## config.mk

```make
export PLATFORM = sky130hd
export DESIGN_NAME = apb_wait_slave
export DESIGN_NICKNAME = d
export VERILOG_FILES = /design/src/rtl/apb_pkg.sv /design/src/rtl/apb_wait_counter.sv /design/src/rtl/apb_wait_slave.sv
export SDC_FILE = /design/constraint.sdc
export NUM_CORES = 1
export LEC_CHECK = 0
export BUFFER_PORTS_ARGS = -buffer_cell sky130_fd_sc_hd__buf_2
export CAP_MARGIN = 20
export CORE_ASPECT_RATIO = 1.5
export CORE_MARGIN = 3
export CORE_UTILIZATION = 50
export DETAILED_ROUTE_END_ITERATION = 8
export PLACE_DENSITY = 0.69
export REMOVE_ABC_BUFFERS = 1
export SLEW_MARGIN = 5
export SYNTH_ARGS = -nofsm -noshare
export SYNTH_HDL_FRONTEND = slang
export SYNTH_HIERARCHICAL = 1
export SYNTH_SLANG_ARGS = --single-unit
```

## constraint.sdc

```tcl
create_clock -name pclk -period 5.95 [get_ports pclk]
set_input_delay 0.8925 -clock pclk [delete_from_list [all_inputs] [get_ports pclk]]
set_output_delay 0.8925 -clock pclk [all_outputs]
set_load 0.03 [all_outputs]
```

## src/rtl/apb_pkg.sv

```systemverilog
// apb_pkg: shared types, widths and the address-legality check for the
// APB wait-state completer (apb_wait_slave) and its wait counter.
//   apb_state_e   : completer FSM states (IDLE, ACCESS)
//   APB_ADDR_W/APB_DATA_W : APB bus widths
//   ID_REG_IDX    : word index of the read-only ID register
//   apb_addr_err(): flags misaligned, out-of-range, or ID-register writes
package apb_pkg;

  typedef enum logic [0:0] {
    IDLE   = 1'b0,
    ACCESS = 1'b1
  } apb_state_e;

  localparam int unsigned APB_ADDR_W = 32;
  localparam int unsigned APB_DATA_W = 32;
  localparam int unsigned ID_REG_IDX = 0;

  // True when the byte address cannot be served: not word aligned, word
  // index beyond the register file, or a write aimed at the ID register.
  function automatic logic apb_addr_err(input logic [APB_ADDR_W-1:0] addr,
                                        input logic                  wr,
                                        input int unsigned           num_regs);
    logic [APB_ADDR_W-3:0] idx;
    idx = addr[APB_ADDR_W-1:2];
    return (addr[1:0] != 2'b00) ||
           ({2'b00, idx} >= num_regs) ||
           (wr && (idx == (APB_ADDR_W-2)'(ID_REG_IDX)));
  endfunction

endpackage

```

## src/rtl/apb_wait_counter.sv

```systemverilog
// apb_wait_counter: load/decrement down-counter that times the wait states
// of one APB access.
// Ports:
//   clk_i   : clock (rising edge)
//   rst_i   : synchronous active-high reset, count -> 0
//   load_i  : load WAIT_CYCLES (has priority over dec_i)
//   dec_i   : decrement by one while non-zero
//   done_o  : count == 0
module apb_wait_counter #(
  parameter int unsigned WAIT_CYCLES = 3
) (
  input  logic clk_i,
  input  logic rst_i,
  input  logic load_i,
  input  logic dec_i,
  output logic done_o
);

  // At least one bit so a zero-wait build still has a legal vector.
  localparam int unsigned CNT_W = (WAIT_CYCLES > 0) ? $clog2(WAIT_CYCLES + 1) : 1;

  logic [CNT_W-1:0] cnt_q, cnt_d;

  always_comb begin
    cnt_d = cnt_q;
    if (load_i) begin
      cnt_d = CNT_W'(WAIT_CYCLES);
    end else if (dec_i && (cnt_q != '0)) begin
      cnt_d = cnt_q - CNT_W'(1);
    end
  end

  always_ff @(posedge clk_i) begin
    if (rst_i) begin
      cnt_q <= '0;
    end else begin
      cnt_q <= cnt_d;
    end
  end

  assign done_o = (cnt_q == '0);

endmodule

```

## src/rtl/apb_wait_slave.sv

```systemverilog
// apb_wait_slave: APB3 completer with NUM_REGS 32-bit registers (index 0 is
// a read-only ID register returning ID_VALUE). Every access is stretched by
// WAIT_CYCLES wait states; illegal accesses complete with pslverr=1.
// Ports:
//   pclk, preset        : clock, synchronous active-high reset
//   pselx, penable      : APB select / enable phase
//   pwrite, paddr       : direction and byte address (captured at setup)
//   pwdata              : write data, sampled on the completion edge
//   pstrb               : byte strobes (only with APB_PSTRB_EN defined)
//   prdata              : read data, non-zero only while pready on a good read
//   pready, pslverr     : completion and error response
// Build option: define APB_PSTRB_EN to add APB4 byte strobes.
module apb_wait_slave
  import apb_pkg::*;
#(
  parameter int unsigned          NUM_REGS    = 8,
  parameter int unsigned          WAIT_CYCLES = 3,
  parameter logic [APB_DATA_W-1:0] ID_VALUE   = 32'hA5B0_0001
) (
  input  logic                  pclk,
  input  logic                  preset,
  input  logic                  pselx,
  input  logic                  penable,
  input  logic                  pwrite,
  input  logic [APB_ADDR_W-1:0] paddr,
  input  logic [APB_DATA_W-1:0] pwdata,
`ifdef APB_PSTRB_EN
  input  logic [3:0]            pstrb,
`endif
  output logic [APB_DATA_W-1:0] prdata,
  output logic                  pready,
  output logic                  pslverr
);

  localparam int unsigned IDX_W = (NUM_REGS > 1) ? $clog2(NUM_REGS) : 1;

  apb_state_e       state_q, state_d;
  logic [IDX_W-1:0] idx_q;
  logic             write_q;
  logic             err_q;

  logic             capture;
  logic             cnt_load;
  logic             cnt_dec;
  logic             cnt_done;
  logic             wr_en;
  logic             ready_c;
  logic             setup_err;
  logic [3:0]       wstrb;
  logic [APB_DATA_W-1:0] rd_word;

  // Register 0 is the constant ID, so storage covers indices 1..NUM_REGS-1.
  logic [APB_DATA_W-1:0] regs_q [1:NUM_REGS-1];

`ifdef APB_PSTRB_EN
  assign wstrb     = pstrb;
  assign setup_err = apb_addr_err(paddr, pwrite, NUM_REGS) ||
                     (!pwrite && (pstrb != 4'b0000));
`else
  assign wstrb     = 4'b1111;
  assign setup_err = apb_addr_err(paddr, pwrite, NUM_REGS);
`endif

  apb_wait_counter #(
    .WAIT_CYCLES (WAIT_CYCLES)
  ) u_wait_counter (
    .clk_i  (pclk),
    .rst_i  (preset),
    .load_i (cnt_load),
    .dec_i  (cnt_dec),
    .done_o (cnt_done)
  );

  always_ff @(posedge pclk) begin
    if (preset) begin
      state_q <= IDLE;
    end else begin
      state_q <= state_d;
    end
  end

  always_comb begin
    state_d  = state_q;
    capture  = 1'b0;
    cnt_load = 1'b0;
    cnt_dec  = 1'b0;
    wr_en    = 1'b0;
    ready_c  = 1'b0;
    case (state_q)
      IDLE: begin
        if (pselx && !penable) begin
          state_d  = ACCESS;
          capture  = 1'b1;
          cnt_load = 1'b1;
        end
      end
      ACCESS: begin
        if (!pselx) begin
          // Requester abandoned the transfer: drop it without side effects.
          state_d = IDLE;
        end else begin
          ready_c = cnt_done;
          if (!cnt_done) begin
            cnt_dec = 1'b1;
          end else if (penable) begin
            state_d = IDLE;
            wr_en   = write_q && !err_q;
          end
        end
      end
      default: state_d = IDLE;
    endcase
  end

  always_ff @(posedge pclk) begin
    if (preset) begin
      idx_q   <= '0;
      write_q <= 1'b0;
      err_q   <= 1'b0;
    end else if (capture) begin
      idx_q   <= paddr[IDX_W+1:2];
      write_q <= pwrite;
      err_q   <= setup_err;
    end
  end

  always_ff @(posedge pclk) begin
    if (preset) begin
      for (int unsigned i = 1; i < NUM_REGS; i++) begin
        regs_q[i] <= '0;
      end
    end else if (wr_en) begin
      for (int unsigned i = 1; i < NUM_REGS; i++) begin
        if (idx_q == IDX_W'(i)) begin
          for (int unsigned b = 0; b < 4; b++) begin
            if (wstrb[b]) begin
              regs_q[i][8*b +: 8] <= pwdata[8*b +: 8];
            end
          end
        end
      end
    end
  end

  always_comb begin
    rd_word = '0;
    if (idx_q == IDX_W'(ID_REG_IDX)) begin
      rd_word = ID_VALUE;
    end
    for (int unsigned i = 1; i < NUM_REGS; i++) begin
      if (idx_q == IDX_W'(i)) begin
        rd_word = regs_q[i];
      end
    end
  end

  assign pready  = ready_c;
  assign pslverr = ready_c && err_q;
  assign prdata  = (ready_c && !write_q && !err_q) ? rd_word : '0;

endmodule
```

==> results by group <==
Clock network
  • Clock sink total: 232
  • # hold bufs at CTS: 0
  • Post-CTS setup buffers: 0
  • Root Buffer: clkbuf_16
  • CTS H-tree depth: 1
  • Max Buffers Root-to-Sink: 3
  • TritonCTS clock tree: built
  • Resize count post-CTS: 0
  • Inserted Clock Buffers: 22
  • Worst-Skew Late Latency: 510 ps
  • Worst-path clk slew: 70 ps

Placed design
  • DPL Wire Length: 16,190 um
  • Place WS: 2108 ps
  • PortBufs: 102
  • DP Cell Count: 1,217
  • GP Congestion: 0.8052
  • Placed cell areas: 12,040 sq um

Synth
  • Post-synth ARST share: 0%
  • Number of flops mapped to enable cells by yosys: 224
  • Distinct cells, synth: 47
  • Syn_area_per_cell: 12.53 sq um
  • Post-synth top flop: edfxtp_1
  • Yosys top cell area share: 59.70%
  • Post-synth top area cell: edfxtp_1
  • Cells after Synth: 899
  • Sequential-to-total area share from yosys stat: 61.12%
  • Count leader, synth: and2_1
  • Ys Warns: 6
  • Synthesized area: 11,270 sq um
  • Synth top cells by count: and2_1, edfxtp_1, o21ai_0, a21oi_1, mux2_2
  • #FFs+latches synth: 232
  • Most area-consuming cells after synthesis: edfxtp_1, and2_1, mux2_2

STA
  • Hold Vio Cnt, Final: 0
  • Clk_skew: 8.733 ps
  • Minimum clock period: 4350 ps
  • Setup Viol. Count Final: 0
  • Worst slew margin: 27.62%
  • Fin Hold WS: 534.0 ps
  • RSZ-0062 raised after global routing: false
  • Slew at the pin closest to its max-slew limit: 1086 ps
  • Final worst-path cycle share: 73.11%
  • Fin. max-slew vios: 0
  • Final worst slack: 1600 ps
  • F_max: 0.2299 GHz

Cells and area
  • FILL cells: 1,779
  • Diodes inserted: 0
  • Count of nets after finishing: 1,039
  • Area grow syn2layout: 13.33%
  • Fraction of layout cells with a size suffix above 1: 20.61%
  • Final instance area: 12,770 sq um
  • Final Util: 58.35%
  • Fin cells: 1,257

Route
  • Routed WL: 28,000 um
  • Detail-routed via count per cell: 6.017
  • Number of routed nets with antenna violations: 0
  • Starting DRT DRC Count: 581
  • Pre-antenna DRT Iters: 5
  • DR vias: 7,563
  • Number of remaining DRC errors: 0
  • Routed WL per cell: 22.28 um

Floorplan
  • Die width: 128.6 um
  • Core box area: 21,880 sq um
  • Die H: 189.9 um
  • I/O Pins: 103
  • Starting Density: 51.49%
  • Full die area: 24,410 sq um
  • Row cnt: 66

Global routing
  • Pin count of the biggest net entering global routing: 112
  • First-pass GRT wire length: 42,670 um
  • Via count of the first global-routing pass: 7,507
  • Gr usage total: 23.05%
  • Initial antenna violation count: 2
  • Gr ovfl total: 0

Pwr
  • VDD IR-drop max: 175.1 uV
  • Leak pwr: 0.004777 uW
  • Pwr Density: 274.4 nW/um^2

Setup path
  • Startpoint types: flip-flop
  • Critical path fanouts, max: 54
  • Setup CP Type: flip-flop to primary output
  • CP Data Arrival Time: 3460 ps
  • Critical path endpoint category: primary output
  • Critical Path RT: 5060 ps

Job
  • Max Cap Violations: 0

Min path
  • Hold Path Class: flip-flop to flip-flop

Status
  • Outcome: finished, final reports clean
==> critical path: stages (launching register included) <==
cell and delay [ps]:
dfxtp_2 1050, nand3_2 1060, o211ai_1 510, a221oi_1 80, buf_2 230
==> kinds of logic after synthesis <==
family / count (synthesis) / synth area share [%]
simple gates: 335 / 18.10
flops: 232 / 61.12
compound gates: 207 / 12.85
buf+inv: 79 / 3.287
mux: 45 / 4.531
fa+ha+maj: 1 / 0.1110
==> where the power goes <==
part           leakage (uW)  internal [uW]  switching [uW]
Sequential          0.00239           1840            37.6
Clock              0.000353            817             588
Combinational       0.00204           79.5             143
Total               0.00478           2740             768
==> flip-flops by register name, summed over array words and instances, names as in the netlist <==
signal	flops
idx_q	3
regs_q	224
u_wait_counter/cnt_q	2
state_q	1
err_q	1
write_q	1
==> stage by stage <==
step,setup TNS [ps],power (uW)
finish,0,3503
global route,0,3619
global placement,0,2130
floorplan,-266000,2029
CTS,0,3524
detailed placement,0,2133
==> layout by cell type, fill, tap and decap left out, types with 22 or more instances in the layout <==
cell type  count
o21ai_0       56
a211oi_1      24
clkbuf_16     23
nor2b_1       22
buf_2        102
a22oi_1       22
o32ai_1       23
a21oi_1       33
edfxtp_1     224
and2_1       225
nor3_1        22
mux2_2        28
==> worst paths after layout <==
path	slack, ps	depth (start not counted)	startpoint	to
worst max-delay path	1600	4	idx_q[2]	prdata[2]
worst min-delay path	530	2	u_wait_counter/cnt_q[0]	u_wait_counter/cnt_q[0]
worst max register to register	2250	3	idx_q[2]	regs_q[0][211]
worst min register to register	530	2	u_wait_counter/cnt_q[0]	u_wait_counter/cnt_q[0]
==> per-layer routing <==
layer | GRT usage, % | wire (um) | share of wire (%) | up-vias
met5 | 0 | 22 | 0.079 | -
met4 | 7.276 | 700 | 2.5 | 4
met3 | 3.062 | 1564 | 5.6 | 65
met2 | 41.35 | 14950 | 53 | 257
met1 | 28.72 | 10760 | 38 | 3720
li1 | - | - | - | 3517
==> cell type report <==
class                           count  area [sq um]  share of cell area, %
Multi-Input combinational cell    588          4131                  32.36
Timing Repair Buffer              120         658.1                  5.154
Clock inverter                     12         110.1                 0.8623
Tap cell                          272         340.3                  2.665
Sequential cell                   232          6895                  54.00
Clock buffer                       28         614.3                  4.811
Inverter                            5         18.77                 0.1470
Note: power is estimated with default switching activity, not from simulation.
